### src/rtl/bitserial_weight_feeder_if.sv
// rtl/bitserial_weight_feeder_if.sv - handshake bundle for the bit-serial weight feeder
// Purpose: groups the parallel (activation, weight) input stream and the bit-serial
//          output stream that the feeder presents to the MAC array.
// Signals:
//   in_valid  : input pair valid              in_ready  : feeder can accept a pair
//   prec[1:0] : precision of the offered pair in_act    : activation byte
//   in_wgt    : packed weight byte            out_valid : serial outputs valid
//   out_ready : consumer accepts current bit  w_bit     : current weight bit
//   act_out   : activation of current word    bit_idx   : index of w_bit, 0..7
//   sub_first : LSB of a sub-word             sub_last  : sign bit of a sub-word
//   word_last : last bit of the byte
// Modports: master = environment around the feeder, slave = the feeder itself.
interface bitserial_weight_feeder_if;
   logic       in_valid;
   logic       in_ready;
   logic [1:0] prec;
   logic [7:0] in_act;
   logic [7:0] in_wgt;
   logic       out_valid;
   logic       out_ready;
   logic       w_bit;
   logic [7:0] act_out;
   logic [2:0] bit_idx;
   logic       sub_first;
   logic       sub_last;
   logic       word_last;

   modport master (
      output in_valid, prec, in_act, in_wgt, out_ready,
      input  in_ready, out_valid, w_bit, act_out, bit_idx, sub_first, sub_last, word_last
   );

   modport slave (
      input  in_valid, prec, in_act, in_wgt, out_ready,
      output in_ready, out_valid, w_bit, act_out, bit_idx, sub_first, sub_last, word_last
   );
endinterface

### src/rtl/bitserial_weight_feeder.sv
// rtl/bitserial_weight_feeder.sv - buffers (act, wgt) pairs and serializes weights LSB-first
// Purpose: transmit side of the bit-serial MAC interface. Pairs are queued in a DEPTH-entry
//          circular FIFO together with their precision; the head word is moved into a shifter
//          and its weight emitted one bit per accepted cycle with the activation held stable.
//          Sub-word markers let the MAC clear its partial sum and negate the sign-bit product.
// Ports:
//   clk      : clock, rising edge
//   rstn     : synchronous active-low reset
//   flush    : synchronous clear of FIFO and shifter (cfg_err is kept)
//   bus      : bitserial_weight_feeder_if.slave (input pair stream + bit-serial output stream)
//   cfg_err  : sticky, a word was accepted with the reserved precision 2'b11
//   word_cnt : (only with BSF_WORD_CNT_EN) count of completed words, wraps at 16 bits
// Optional feature macro: BSF_WORD_CNT_EN
module bitserial_weight_feeder #(
   parameter int DEPTH = 2
) (
   input  logic                     clk,
   input  logic                     rstn,
   input  logic                     flush,
   bitserial_weight_feeder_if.slave bus,
`ifdef BSF_WORD_CNT_EN
   output logic [15:0]              word_cnt,
`endif
   output logic                     cfg_err
);

   localparam int PW = (DEPTH > 1) ? $clog2(DEPTH) : 1;
   localparam int CW = PW + 1;
   localparam logic [CW-1:0] FULL = CW'(DEPTH);

   typedef struct packed {
      logic [1:0] prec;
      logic [7:0] act;
      logic [7:0] wgt;
   } entry_t;

   typedef enum logic {
      S_IDLE  = 1'b0,
      S_SHIFT = 1'b1
   } state_t;

   entry_t        mem_q [DEPTH];
   logic [PW-1:0] wr_ptr_q, wr_ptr_d;
   logic [PW-1:0] rd_ptr_q, rd_ptr_d;
   logic [CW-1:0] count_q, count_d;
   logic          alive_q, alive_d;
   state_t        state_q, state_d;
   logic [7:0]    wgt_q, wgt_d;
   logic [1:0]    prec_q, prec_d;
   logic [7:0]    act_out_q, act_out_d;
   logic [2:0]    bit_idx_q, bit_idx_d;
   logic          out_valid_q, out_valid_d;
   logic          w_bit_q, w_bit_d;
   logic          sub_first_q, sub_first_d;
   logic          sub_last_q, sub_last_d;
   logic          word_last_q, word_last_d;
   logic          cfg_err_q, cfg_err_d;

   logic          in_ready;
   logic          push;
   logic          pop;
   logic          bit_xfer;
   logic          word_done;
   entry_t        head;
   entry_t        in_entry;
   logic [2:0]    sub_mask;
   logic [2:0]    sub_pos;

   always_comb begin
      // in_ready depends only on registered state, so there is no ready-through path.
      // alive_q keeps it low while reset is asserted.
      in_ready       = alive_q && (count_q < FULL);
      push           = bus.in_valid && in_ready && !flush;
      bit_xfer       = (state_q == S_SHIFT) && bus.out_ready;
      word_done      = bit_xfer && (bit_idx_q == 3'd7);
      // Load the head word either from IDLE or directly behind the last bit of the
      // current word, which is what keeps back-to-back words free of bubbles.
      pop            = !flush && (count_q != '0) && ((state_q == S_IDLE) || word_done);
      head           = mem_q[rd_ptr_q];
      in_entry.prec  = bus.prec;
      in_entry.act   = bus.in_act;
      in_entry.wgt   = bus.in_wgt;

      // DEPTH is a power of two, so the pointers wrap naturally.
      wr_ptr_d       = wr_ptr_q + PW'(push);
      rd_ptr_d       = rd_ptr_q + PW'(pop);
      count_d        = count_q + CW'(push) - CW'(pop);
      alive_d        = 1'b1;
      cfg_err_d      = cfg_err_q | (push && (bus.prec == 2'b11));

      state_d        = state_q;
      wgt_d          = wgt_q;
      prec_d         = prec_q;
      act_out_d      = act_out_q;
      bit_idx_d      = bit_idx_q;

      if (pop) begin
         state_d   = S_SHIFT;
         wgt_d     = head.wgt;
         prec_d    = head.prec;
         act_out_d = head.act;
         bit_idx_d = 3'd0;
      end else if (word_done) begin
         state_d   = S_IDLE;
         wgt_d     = '0;
         prec_d    = '0;
         act_out_d = '0;
         bit_idx_d = 3'd0;
      end else if (bit_xfer) begin
         bit_idx_d = bit_idx_q + 3'd1;
      end

      // Flush discards the word in flight and everything buffered; it wins over push/pop.
      if (flush) begin
         wr_ptr_d  = '0;
         rd_ptr_d  = '0;
         count_d   = '0;
         state_d   = S_IDLE;
         wgt_d     = '0;
         prec_d    = '0;
         act_out_d = '0;
         bit_idx_d = 3'd0;
      end

      // Sub-word size minus one; the reserved precision is serialized as 8-bit.
      case (prec_d)
         2'b01:   sub_mask = 3'd3;
         2'b10:   sub_mask = 3'd1;
         default: sub_mask = 3'd7;
      endcase
      sub_pos     = bit_idx_d & sub_mask;

      // Outputs are registered from the next-state values so they line up with bit_idx.
      out_valid_d = (state_d == S_SHIFT);
      w_bit_d     = out_valid_d && wgt_d[bit_idx_d];
      sub_first_d = out_valid_d && (sub_pos == 3'd0);
      sub_last_d  = out_valid_d && (sub_pos == sub_mask);
      word_last_d = out_valid_d && (bit_idx_d == 3'd7);
   end

   always_ff @(posedge clk) begin
      if (!rstn) begin
         wr_ptr_q    <= '0;
         rd_ptr_q    <= '0;
         count_q     <= '0;
         alive_q     <= 1'b0;
         state_q     <= S_IDLE;
         wgt_q       <= '0;
         prec_q      <= '0;
         act_out_q   <= '0;
         bit_idx_q   <= 3'd0;
         out_valid_q <= 1'b0;
         w_bit_q     <= 1'b0;
         sub_first_q <= 1'b0;
         sub_last_q  <= 1'b0;
         word_last_q <= 1'b0;
         cfg_err_q   <= 1'b0;
      end else begin
         wr_ptr_q    <= wr_ptr_d;
         rd_ptr_q    <= rd_ptr_d;
         count_q     <= count_d;
         alive_q     <= alive_d;
         state_q     <= state_d;
         wgt_q       <= wgt_d;
         prec_q      <= prec_d;
         act_out_q   <= act_out_d;
         bit_idx_q   <= bit_idx_d;
         out_valid_q <= out_valid_d;
         w_bit_q     <= w_bit_d;
         sub_first_q <= sub_first_d;
         sub_last_q  <= sub_last_d;
         word_last_q <= word_last_d;
         cfg_err_q   <= cfg_err_d;
      end
   end

   // Storage needs no reset: entries are only read once the count says they were written.
   always_ff @(posedge clk) begin
      if (rstn && push) begin
         mem_q[wr_ptr_q] <= in_entry;
      end
   end

`ifdef BSF_WORD_CNT_EN
   logic [15:0] word_cnt_q, word_cnt_d;

   always_comb begin
      word_cnt_d = word_cnt_q + 16'(word_done);
      if (flush) begin
         word_cnt_d = '0;
      end
   end

   always_ff @(posedge clk) begin
      if (!rstn) begin
         word_cnt_q <= '0;
      end else begin
         word_cnt_q <= word_cnt_d;
      end
   end

   assign word_cnt = word_cnt_q;
`endif

   assign bus.in_ready  = in_ready;
   assign bus.out_valid = out_valid_q;
   assign bus.w_bit     = w_bit_q;
   assign bus.act_out   = act_out_q;
   assign bus.bit_idx   = bit_idx_q;
   assign bus.sub_first = sub_first_q;
   assign bus.sub_last  = sub_last_q;
   assign bus.word_last = word_last_q;
   assign cfg_err       = cfg_err_q;

endmodule

### src/flat_wrapper.sv
// flat-port wrapper written by rule: the top's interface ports become plain ports
module bitserial_weight_feeder_flat 
#(
   parameter int DEPTH = 2
)
  (clk, rstn, flush, cfg_err, bus_in_valid, bus_prec, bus_in_act, bus_in_wgt, bus_out_ready, bus_in_ready, bus_out_valid, bus_w_bit, bus_act_out, bus_bit_idx, bus_sub_first, bus_sub_last, bus_word_last);
  bitserial_weight_feeder_if bus_i ();
  input  logic clk;
  input  logic rstn;
  input  logic flush;
  output logic cfg_err;
  input wire logic [$bits(bus_i.in_valid)-1:0] bus_in_valid;
  input wire logic [$bits(bus_i.prec)-1:0] bus_prec;
  input wire logic [$bits(bus_i.in_act)-1:0] bus_in_act;
  input wire logic [$bits(bus_i.in_wgt)-1:0] bus_in_wgt;
  input wire logic [$bits(bus_i.out_ready)-1:0] bus_out_ready;
  output wire logic [$bits(bus_i.in_ready)-1:0] bus_in_ready;
  output wire logic [$bits(bus_i.out_valid)-1:0] bus_out_valid;
  output wire logic [$bits(bus_i.w_bit)-1:0] bus_w_bit;
  output wire logic [$bits(bus_i.act_out)-1:0] bus_act_out;
  output wire logic [$bits(bus_i.bit_idx)-1:0] bus_bit_idx;
  output wire logic [$bits(bus_i.sub_first)-1:0] bus_sub_first;
  output wire logic [$bits(bus_i.sub_last)-1:0] bus_sub_last;
  output wire logic [$bits(bus_i.word_last)-1:0] bus_word_last;
  assign bus_i.in_valid = bus_in_valid;
  assign bus_i.prec = bus_prec;
  assign bus_i.in_act = bus_in_act;
  assign bus_i.in_wgt = bus_in_wgt;
  assign bus_i.out_ready = bus_out_ready;
  assign bus_in_ready = bus_i.in_ready;
  assign bus_out_valid = bus_i.out_valid;
  assign bus_w_bit = bus_i.w_bit;
  assign bus_act_out = bus_i.act_out;
  assign bus_bit_idx = bus_i.bit_idx;
  assign bus_sub_first = bus_i.sub_first;
  assign bus_sub_last = bus_i.sub_last;
  assign bus_word_last = bus_i.word_last;
  bitserial_weight_feeder #(.DEPTH(DEPTH)) u_core (.clk(clk), .rstn(rstn), .flush(flush), .bus(bus_i), .cfg_err(cfg_err));
endmodule
### config.mk
export PLATFORM = sky130hd
export DESIGN_NAME = bitserial_weight_feeder_flat
export DESIGN_NICKNAME = d
export VERILOG_FILES = /design/src/rtl/bitserial_weight_feeder_if.sv /design/src/rtl/bitserial_weight_feeder.sv /design/src/flat_wrapper.sv
export SDC_FILE = /design/constraint.sdc
export NUM_CORES = 1
export LEC_CHECK = 0
export CAP_MARGIN = 20
export CORE_AREA = 2 2 76 78
export DETAILED_ROUTE_END_ITERATION = 10
export DIE_AREA = 0 0 78 80
export MAX_ROUTING_LAYER = met4
export PLACE_DENSITY = 0.77
export SYNTH_ARGS = -nofsm -noshare
export SYNTH_HDL_FRONTEND = slang
export SYNTH_SLANG_ARGS = --single-unit
export TNS_END_PERCENT = 100
### constraint.sdc
create_clock -name clk -period 3.4 [get_ports clk]
set_input_delay 0.68 -clock clk [delete_from_list [all_inputs] [get_ports clk]]
set_output_delay 0.68 -clock clk [all_outputs]
set_load 0.05 [all_outputs]
* After elaboration in Yosys (flattened, before gate mapping) *
Memories as Yosys holds them, arrays and structs flattened. A register that Yosys moved wholly into a read port is not among the register bits.
Index checks and enable logic that the tools add are counted.

word-level totals
  memory bits (read-only) = 0
  memories = 1
  input port bits = 23
  RAM bits = 36
  bits in latches = 0
  output and inout port bits = 18
  register bits after elaboration = 32

cells by class
  $add $sub $neg = 5
  mux-type cells = 22
  reductions and logical operators = 19
  div/mod/pow operators = 0
  eq/ne operators = 6
  bitwise logic cells = 4
  shift operators = 0
  order comparisons = 2
  multiply operators = 0

memory list
  memory        depth  width  rd ports  clocked after Yosys merged registers in  wr ports  line                           source
  u_core.mem_q  2      18     1         1                                        1         bitserial_weight_feeder.sv:42  entry_t mem_q [DEPTH];

operators by type and width
  kind                                                number
  two-way mux 8 bit                                   5
  logical AND 1 bit                                   13
  two-way mux 3 bit                                   4
  two-way mux 1 bit                                   8
  == test 3 bit, second input constant                2
  two-way mux 2 bit                                   3
  case mux 3 bit (2 select lines)                     1
  == test 2 bit, second input constant                2
  < comparator 3 x 4 -> 1 bit, second input constant  1
  nonzero test 2 bit                                  2
  adder 3 x 1 -> 3 bit, second input constant         1
  AND 3 bit                                           1
  binary-select mux 1 bit (select 3 bit)              1
  == test 3 bit                                       1
  logical NOT 3 bit                                   1
  adder 1 bit                                         2
  adder 2 x 1 -> 2 bit                                1
  == test 2 x 1 -> 1 bit, second input constant       1
  < comparator 2 bit, second input constant           1
  inverter 1 bit                                      2
  OR reduction 2 bit                                  1
  subtractor 2 x 1 -> 2 bit                           1
  logical NOT 1 bit                                   1
  logical OR 1 bit                                    1
  OR 1 bit                                            1

* Longest topological paths before layout *
Gate-level depths: netlist of the first run.

  depth in word-level cells = 11
  gate-level depth with buffers = 12
  mapped depth without buffers = 11

* Least setup slack after synthesis of the first run *
No wires, ideal clock.

  path type = register -> register
  start = register u_core.count_q[1]
  end = memory u_core.mem_q[0][0] (netlist bit), enable pin
  data arrival time = 2,699 ps
  data required time = 2,984 ps
  setup time = 416 ps
  buffers on the path = 0
  stages on the path, launching flop included = 4
  path slack = 286 ps
  path through = dfxtp_1 > nor2b_1 > nand2_1 > nor3_1

between the ends
  word-level cells in the longest chain between the ends = 7

ends and longest elaborated chain
  what                                     line                            source
  from (decl)                              bitserial_weight_feeder.sv:45   logic [CW-1:0] count_q, count_d;
  from (signal assigned)                   bitserial_weight_feeder.sv:161  count_q <= count_d;
  < comparator 2 bit                       bitserial_weight_feeder.sv:72   in_ready = alive_q && (count_q < FULL);
  logical AND 1 bit                        bitserial_weight_feeder.sv:72
  named net bus_in_ready                   flat_wrapper.sv:17              output wire logic [$bits(bus_i.in_ready)-1:0] bus_in_ready;
  logical AND 1 bit (2 in series)          bitserial_weight_feeder.sv:73   push = bus.in_valid && in_ready && !flush;
  logical AND 1 bit                        bitserial_weight_feeder.sv:179  if (rstn && push) begin
  two-way mux 1 bit                        bitserial_weight_feeder.sv:179
  two-way mux 1 bit (not written as such)  bitserial_weight_feeder.sv:180  mem_q[wr_ptr_q] <= in_entry;
  to (decl)                                bitserial_weight_feeder.sv:42

The timed path passes the listed nets, and every way through them passes these cells.

* Worst setup path in the final report of the first run *
  start = input port bus_out_ready
  end = register u_core.sub_first_q, in the netlist u_core.bus.sub_first

between the ends
  word-level cells in the longest chain between the ends = 11
  elaborated cells on any way between the ends = 20

ends and longest elaborated chain
  what                                                     line                            source
  from (decl)                                              flat_wrapper.sv:16              input wire logic [$bits(bus_i.out_ready)-1:0] bus_out_ready;
  logical AND 1 bit *                                      bitserial_weight_feeder.sv:74   bit_xfer = (state_q == S_SHIFT) && bus.out_ready;
  logical AND 1 bit *                                      bitserial_weight_feeder.sv:75   word_done = bit_xfer && (bit_idx_q == 3'd7);
  logical OR 1 bit                                         bitserial_weight_feeder.sv:78   pop = !flush && (count_q != '0) && ((state_q == S_IDLE) || word_done);
  logical AND 1 bit                                        bitserial_weight_feeder.sv:78
  two-way mux 2 bit *                                      bitserial_weight_feeder.sv:97   if (pop) begin
  two-way mux 2 bit *                                      bitserial_weight_feeder.sv:114  if (flush) begin
  named net u_core.prec_d[1]                               bitserial_weight_feeder.sv:49   logic [1:0] prec_q, prec_d;
  == test 2 bit or == test 2 x 1 -> 1 bit (tied branches)  bitserial_weight_feeder.sv:126  case (prec_d)
  case mux 3 bit (2 select lines) *                        bitserial_weight_feeder.sv:126
  AND 3 bit *                                              bitserial_weight_feeder.sv:131  sub_pos = bit_idx_d & sub_mask;
  logical NOT 3 bit *                                      bitserial_weight_feeder.sv:136  sub_first_d = out_valid_d && (sub_pos == 3'd0);
  logical AND 1 bit *                                      bitserial_weight_feeder.sv:136
  to (signal assigned)                                     bitserial_weight_feeder.sv:170  sub_first_q <= sub_first_d;
  to (decl)                                                bitserial_weight_feeder.sv:54   logic sub_first_q, sub_first_d;

The timed path passes the listed nets; every way through them passes the cells marked *.
A chain may end at the register's enable or synchronous reset.

==> impl_results.md, run 1 <==
* Largest net degree at the start of global routing at 19
* Initial Util at 0.522
* Setup crit end kind: flip-flop
* Worst Clk Skew at 0.00753 ns
* First-pass GRT wire length at 9160 um
* Worst path arrival time at 3.06 ns
* Cts bufs inserted at 9
* Part of the power in combinational logic at 0.056
* Delay-heaviest family, CP: compound AO/OA/AOI/OAI gates
* Synthesized area per cell at 12.6 um^2
* Top cells by area, synth: edfxtp_1, dfxtp_1, mux2i_1, nor2_1, ha_1
* Hold Startpoint: u_core.bus.act_out[3]$_SDFFE_PP0P_
* Worst Path Buf+Inv at 1
* Cts repair resizes at 0
* Worst rel slew slack at 0.546
* Cts hold-fix bufs at 0
* Setup Fix Bufs, Post-CTS at 0
* Tmin final at 2.83 ns
* Slowest CP cell: clkdlybuf4s50_1
* Worst-path clk slew at 0.07 ns
* Yosys reg bits at 68
* Core Area at 5410 um^2
* Placed cell area at 3310 um^2
* Worst hold path type: reg2reg
* Yosys top cell by area: edfxtp_1
* IO Port Bufs at 40
* Required time worst endpoint at 3.64 ns
* CP Class: in2reg
* Die W at 78 um
* Layout area overhead at 24.6%
* Clock Power Share at 0.412
* Final worst path period share at 0.831
* Total wire length at 5540 um
* Via count at 1860
* CP peak stage delay at 0.60 ns
* Gate Count Post-Synth at 224
* CTS tree: built
* Sequential fraction of the synthesis area at 0.611
* DP Cell Count at 334
* Final hold violations at 0
* Pre-antenna DRT Iters at 5
* Number of nets in the layout at 301
* Antenna violations before repair at 0
* Max H-tree Level at 3
* Leakage at 1.20 nW
* Synth async-reset ratio at 0
* Grt total ovfl at 0
* CP cell instances: clkdlybuf4s50_1, a21boi_4, or2_1, o21ai_1, and2_1, ha_1, a21oi_1, o221a_2
* Post-layout power at 1.65 mW
* Drt first-iter violations at 127
* DR WL/cell at 15.8 um
* P_sw at 0.350 mW
* Vias per std cell at 5.31
* Routability cong. at 0.826
* DRC at 0
* Hpwl dp at 3750 um
* Synth Flop Type: edfxtp_1
* Final worst setup slack at 0.574 ns
* Final setup vio count at 0
* Worst-margin pin slew at 0.680 ns
* GRT Total Usage at 0.203
* I/O Pins at 41
* Worst r2r src: u_core.bus.bit_idx[0]$_SDFF_PN0_
* Row cnt at 27
* Clock latency on the worst-skew pair at 0.34 ns
* Sw Share at 0.212
* Most numerous cell in the Yosys netlist: edfxtp_1
* WHS at 0.506 ns
* Clock sinks at 68
* Die height at 80 um
* Synth cell count leaders: edfxtp_1, dfxtp_1, nor2_1
* RSZ-0062 raised after global routing: no
* Post-synth top area share at 0.383
* Routed Antenna Nets at 0
* Antenna diode count at 0
* Crit path launch: bus_out_ready
* Number of flops mapped to enable cells by yosys at 36
* Root Buffer: clkbuf_8
* Peak supply drop at 0.000271 V
* Setup TNS Final at 0 ns
* Layout cells sized above 1 at 0.144
* Mapped Area at 2820 um^2
* Pwr/cell area at 469 nW/um^2
* Setup crit start kind: input pin
* Pre-CTS setup slack at 0.260 ns
* Design area at 3510 um^2
* Synth warnings at 0
* Max Buffers Root-to-Sink at 2
* Achievable Freq at 354 MHz
* Synthesized Nets at 252
* Die area at 6240 um^2
* Vias in the first global route at 1884
* Final Util at 0.650
* Post-Layout Cell Count at 350
* Worst-path fanout max at 12
* # Max-Cap Violations at 0
* Count of cell types in the netlist at 48
* # fillers at 416
* Int Power at 1.30 mW
* Slew Limit Fails at 0
* Outcome: finished, final reports clean
* Reg power frac at 0.533
-- cell usage in the layout, fill, tap and decap left out, types with 3 or more instances in the layout --
cell	n
xnor2_1	4
dfxtp_1	32
a21oi_1	12
clkdlybuf4s50_1	40
ha_1	5
nor2b_1	5
buf_4	8
o21ai_1	6
nand2_1	9
nor2_1	24
clkbuf_8	9
and3_1	4
edfxtp_1	36
mux2i_1	20
inv_1	4
o211ai_1	5
nor3_1	3
and2_1	7
-- final cells by class --
class,instances,area [um^2],share of cell area
Clock inverter,4,47.5,0.0135
Inverter,5,23.8,0.00677
Multi-Input combinational cell,141,1010,0.288
Timing Repair Buffer,48,460,0.131
Clock buffer,12,156,0.0445
Tap cell,72,90.1,0.0256
Sequential cell,68,1720,0.490
-- cells by family after synthesis --
family | count (synthesis) | synth area share
AOI/OAI and AO/OA | 45 | 0.123
xor gates and xnor gates | 5 | 0.0155
and+or+nand+nor | 64 | 0.116
adders and majority gates | 5 | 0.0222
DFF | 68 | 0.611
muxes | 22 | 0.0790
buffers and inverters | 15 | 0.0333
-- worst min-delay path: stages, from the launching register on --
cell,delay [ns]
dfxtp_1,0.34
a21oi_1,0.07
nor2_1,0.07
-- layer usage --
metal / track usage / wire, um / up-vias
li1: - / - / 917
met3: 0.0611 / 285 / 6
met2: 0.310 / 2590 / 53
met5: - / 0 / -
met4: 0.100 / 93 / 0
met1: 0.247 / 2570 / 884
-- power groups by stage --
stage | clock network, mW | registers, mW | logic [mW]
2_1_floorplan | 0 | 0.899 | 0.0442
3_3_place_gp | 0 | 0.896 | 0.0891
4_1_cts | 0.688 | 0.878 | 0.0923
3_5_place_dp | 0 | 0.896 | 0.0917
6_report | 0.678 | 0.878 | 0.0920
5_1_grt | 0.731 | 0.879 | 0.100
-- path summary, 6_finish.rpt --
kind | end | slack, ns | cells after the start
worst max-delay path | u_core.bus.sub_first$_SDFF_PN0_ | 0.57 | 8
worst min register to register | u_core.bus.act_out[3]$_SDFFE_PP0P_ | 0.51 | 2
worst max register to register | u_core.bus.sub_first$_SDFF_PN0_ | 0.76 | 9
worst min-delay path | u_core.bus.act_out[3]$_SDFFE_PP0P_ | 0.51 | 2
-- registers in the layout (all words and copies together) (netlist names) --
name	flops
u_core.cfg_err	1
u_core.wr_ptr_q	1
u_core.bus.sub_last	1
u_core.rd_ptr_q	1
u_core.count_q	2
u_core.bus.w_bit	1
u_core.alive_q	1
u_core.bus.sub_first	1
u_core.mem_q	36
u_core.bus.word_last	1
u_core.state_q	1
u_core.bus.bit_idx	3
u_core.wgt_q	8
u_core.prec_q	2
u_core.bus.act_out	8
Power figures use the tool's default switching activity.
==> run 2, diff against run 1 <==
clock period = 2.9 ns   (was 3.4 ns; I/O delays follow)
==> impl_results.md, run 2 (synthesis results as in run 1) <==
* Worst-margin pin slew at 0.638 ns
* Hold Startpoint: u_core.bus.act_out[0]$_SDFFE_PP0P_
* Cts bufs inserted at 9
* Cts repair resizes at 0
* Die W at 78 um
* Setup Fix Bufs, Post-CTS at 0
* # Max-Cap Violations at 0
* Row cnt at 27
* Worst-path clk slew at 0.08 ns
* Number of nets in the layout at 304
* Final worst path period share at 0.848
* Final setup vio count at 0
* Root Buffer: clkbuf_8
* # fillers at 417
* Hpwl dp at 3810 um
* Top reg by flops: u_core.mem_q
* Worst path arrival time at 2.73 ns
* DP Cell Count at 337
* Worst Clk Skew at 0.0122 ns
* Core Area at 5410 um^2
* Final worst setup slack at 0.442 ns
* Cts hold-fix bufs at 0
* Max reg flops at 36
* Final hold violations at 0
* Setup crit end kind: flip-flop
* Setup TNS Final at 0 ns
* Antenna violations before repair at 0
* Pre-antenna DRT Iters at 4
* Layout cells sized above 1 at 0.149
* GRT Total Usage at 0.201
* Via count at 1910
* Layout area overhead at 24.9%
* Vias per std cell at 5.41
* Total wire length at 5590 um
* Tmin final at 2.46 ns
* Crit path launch: u_core.bus.bit_idx[0]$_SDFF_PN0_
* First-pass GRT wire length at 9010 um
* Worst rel slew slack at 0.574
* Largest net degree at the start of global routing at 19
* DRC at 0
* Routed Antenna Nets at 0
* Antenna diode count at 0
* IO Port Bufs at 40
* Initial Util at 0.522
* Post-layout power at 1.80 mW
* Max H-tree Level at 3
* Post-Layout Cell Count at 353
* CTS tree: built
* Clock sinks at 68
* Die height at 80 um
* Slew Limit Fails at 0
* CP Class: reg2reg
* Vias in the first global route at 1834
* Routability cong. at 0.900
* DR WL/cell at 15.8 um
* Worst-path fanout max at 7
* Pre-CTS setup slack at 0.234 ns
* Commonest non-fill, non-tap cells in the layout: clkdlybuf4s50_1, edfxtp_1, dfxtp_1
* Worst r2r src: u_core.bus.bit_idx[0]$_SDFF_PN0_
* I/O Pins at 41
* Achievable Freq at 407 MHz
* RSZ-0062 raised after global routing: no
* Outcome: finished, final reports clean
* Commonest non-fill, non-tap cell in the layout: clkdlybuf4s50_1
* Drt first-iter violations at 132
* WHS at 0.493 ns
* Leakage at 1.21 nW
* Max Buffers Root-to-Sink at 2
* Die area at 6240 um^2
* Worst hold path type: reg2reg
* Required time worst endpoint at 3.17 ns
* Clock latency on the worst-skew pair at 0.34 ns
* Grt total ovfl at 0
* Setup crit start kind: flip-flop
* Pwr/cell area at 510 nW/um^2
* Peak supply drop at 0.000323 V
run 2: path summary, 6_finish.rpt:
kind                                        end  slack, ns  cells after the start
max reg2reg     u_core.bus.sub_first$_SDFF_PN0_       0.44                      9
min reg2reg  u_core.bus.act_out[0]$_SDFFE_PP0P_       0.49                      2
min          u_core.bus.act_out[0]$_SDFFE_PP0P_       0.49                      2
max             u_core.bus.sub_first$_SDFF_PN0_       0.44                      9
run 2: layer usage:
metal,GRT usage,wire [um]
met5,-,0
met4,0.100,88
met3,0.0520,268
met2,0.303,2660
met1,0.254,2570
run 2: final cells by class:
cell class | instances | area, um^2 | share of cell area
Clock buffer | 13 | 149 | 0.0423
Multi-Input combinational cell | 141 | 1010 | 0.288
Tap cell | 72 | 90.1 | 0.0256
Timing Repair Buffer | 51 | 508 | 0.144
Inverter | 5 | 23.8 | 0.00675
Clock inverter | 3 | 15.0 | 0.00426
Sequential cell | 68 | 1720 | 0.489
run 2: stage by stage:
stage / util / cell area, um^2
after floorplan: - / 2820
after global placement: 0.621 / 3360
after detailed placement: 0.621 / 3360
after CTS: 0.651 / 3520
after global routing: 0.651 / 3520
final: 0.651 / 3520
run 2: report_power, final:
part / internal (mW) / leakage (nW) / switching (mW)
Sequential: 1.02 / 0.584 / 0.00600
Clock: 0.330 / 0.0872 / 0.323
Combinational: 0.0553 / 0.536 / 0.0569
Total: 1.41 / 1.21 / 0.386
run 2: critical path, cell delays in order (launching register included):
cell      delay [ns]
dfxtp_1         0.37
ha_1            0.22
ha_1            0.25
a21boi_4        0.26
or2_1           0.27
o21ai_1         0.14
and2_1          0.17
ha_1            0.29
a21oi_1         0.19
o221a_2         0.22
==> run 3, diff against run 2 <==
CORE_AREA = 2 2 80 82   (was 2 2 76 78)
DIE_AREA = 0 0 82 84   (was 0 0 78 80)
PLACE_DENSITY = 0.73   (was 0.77)
clock period = 2.1 ns   (was 2.9 ns; I/O delays follow)
==> impl_results.md, run 3 (synthesis results as in run 1) <==
* Commonest non-fill, non-tap cell in the layout: clkdlybuf4s50_1
* Initial Util at 0.462
* WL met3 at 259 um
* Max reg flops at 36
* Layout area overhead at 36.7%
* Top reg by flops: u_core.mem_q
* # Max-Cap Violations at 0
* Root Buffer: clkbuf_8
* Final worst setup slack at 0.0610 ns
* Worst Clk Skew at 0.00891 ns
* Clock latency on the worst-skew pair at 0.35 ns
* Max H-tree Level at 3
* Number of nets in the layout at 327
* Vias in the first global route at 2032
* Worst hold path type: reg2reg
* Worst rel slew slack at 0.660
* Hpwl dp at 4220 um
* Antenna diode count at 0
* Worst-path fanout max at 4
* Worst-path clk slew at 0.07 ns
* Slew Limit Fails at 0
* Worst path arrival time at 1.62 ns
* Outcome: finished, final reports clean
* Total wire length at 5970 um
* Final Util at 0.632
* Core Area at 6100 um^2
* DR WL/cell at 15.7 um
* Final worst path period share at 0.971
* Antenna violations before repair at 0
* Worst-margin pin slew at 0.508 ns
* Largest net degree at the start of global routing at 19
* Required time worst endpoint at 1.68 ns
* Post-layout power at 2.89 mW
* Max Buffers Root-to-Sink at 2
* WHS at 0.491 ns
* Vias per std cell at 5.13
* CTS tree: built
* Commonest non-fill, non-tap cells in the layout: clkdlybuf4s50_1, edfxtp_1, buf_4
* Cts hold-fix bufs at 0
* I/O Pins at 41
* Post-Layout Cell Count at 381
* Placed cell area at 3610 um^2
* Tmin final at 2.04 ns
* First-pass GRT wire length at 9770 um
* Max layer used: met4
* Pwr/cell area at 750 nW/um^2
* Setup crit start kind: flip-flop
* Clock sinks at 68
* GRT Total Usage at 0.198
* Routed Antenna Nets at 0
* Row cnt at 29
* Die area at 6890 um^2
* Peak supply drop at 0.000493 V
* Routed length on met1 at 2720 um
* DP Cell Count at 365
* Die W at 82 um
* Setup TNS Final at 0 ns
* Cts bufs inserted at 9
* Die height at 84 um
* Layout cells sized above 1 at 0.260
* IO Port Bufs at 40
* RSZ-0062 raised after global routing: no
* Via count at 1955
* Pre-antenna DRT Iters at 4
* Grt total ovfl at 0
* DRC at 0
* Pre-CTS setup slack at -0.313 ns
* Achievable Freq at 490 MHz
* Final hold violations at 0
* Design area at 3850 um^2
* Routability cong. at 0.873
* Metal2 WL at 2890 um
* Drt first-iter violations at 162
* Final setup vio count at 0
* CP Class: reg2out
* Setup crit end kind: primary output
* Leakage at 1.36 nW
run 3: worst max-delay path, stage by stage (launching register included):
cell	delay, ns
dfxtp_4	0.36
buf_4	0.12
clkdlybuf4s50_1	0.80
run 3: worst paths after layout:
path,start,end,slack [ns],cells after the start
setup reg to reg,u_core.bus.bit_idx[1]$_SDFF_PN0_,u_core.bus.sub_first$_SDFF_PN0_,0.08,9
hold / removal,u_core.bus.act_out[7]$_SDFFE_PP0P_,u_core.bus.act_out[7]$_SDFFE_PP0P_,0.49,2
setup / recovery,u_core.bus.bit_idx[0]$_SDFF_PN0_,bus_bit_idx[0],0.06,2
hold reg to reg,u_core.bus.act_out[7]$_SDFFE_PP0P_,u_core.bus.act_out[7]$_SDFFE_PP0P_,0.49,2
run 3: cell type report:
cell class              count  area (um^2)
flip-flops and latches     68         1730
repair buffers             74          677
fillers                   496         2240
well taps                  77         96.3
multi-input cells         141         1080
inverters                   5         23.8
clock buffers              11          141
clock inverters             5         98.8
run 3: per-layer routing:
layer / global-route usage / up-vias
li1: - / 970
met1: 0.247 / 933
met2: 0.303 / 42
met3: 0.0552 / 10
met4: 0.0788 / 0
met5: - / -
run 3: where the power goes:
group	total (mW)	switching, mW	internal, mW
Combinational	0.177	0.0881	0.0893
Sequential	1.42	0.00698	1.41
Clock	1.30	0.481	0.815
Total	2.89	0.576	2.32
run 3: timing repair:
| item | in CTS | in global routing |
|---|---|---|
| setup buffers | 0 | 0 |
| endpoints found under the setup margin | 3 | 1 |
| gates resized for setup | 2 | 1 |
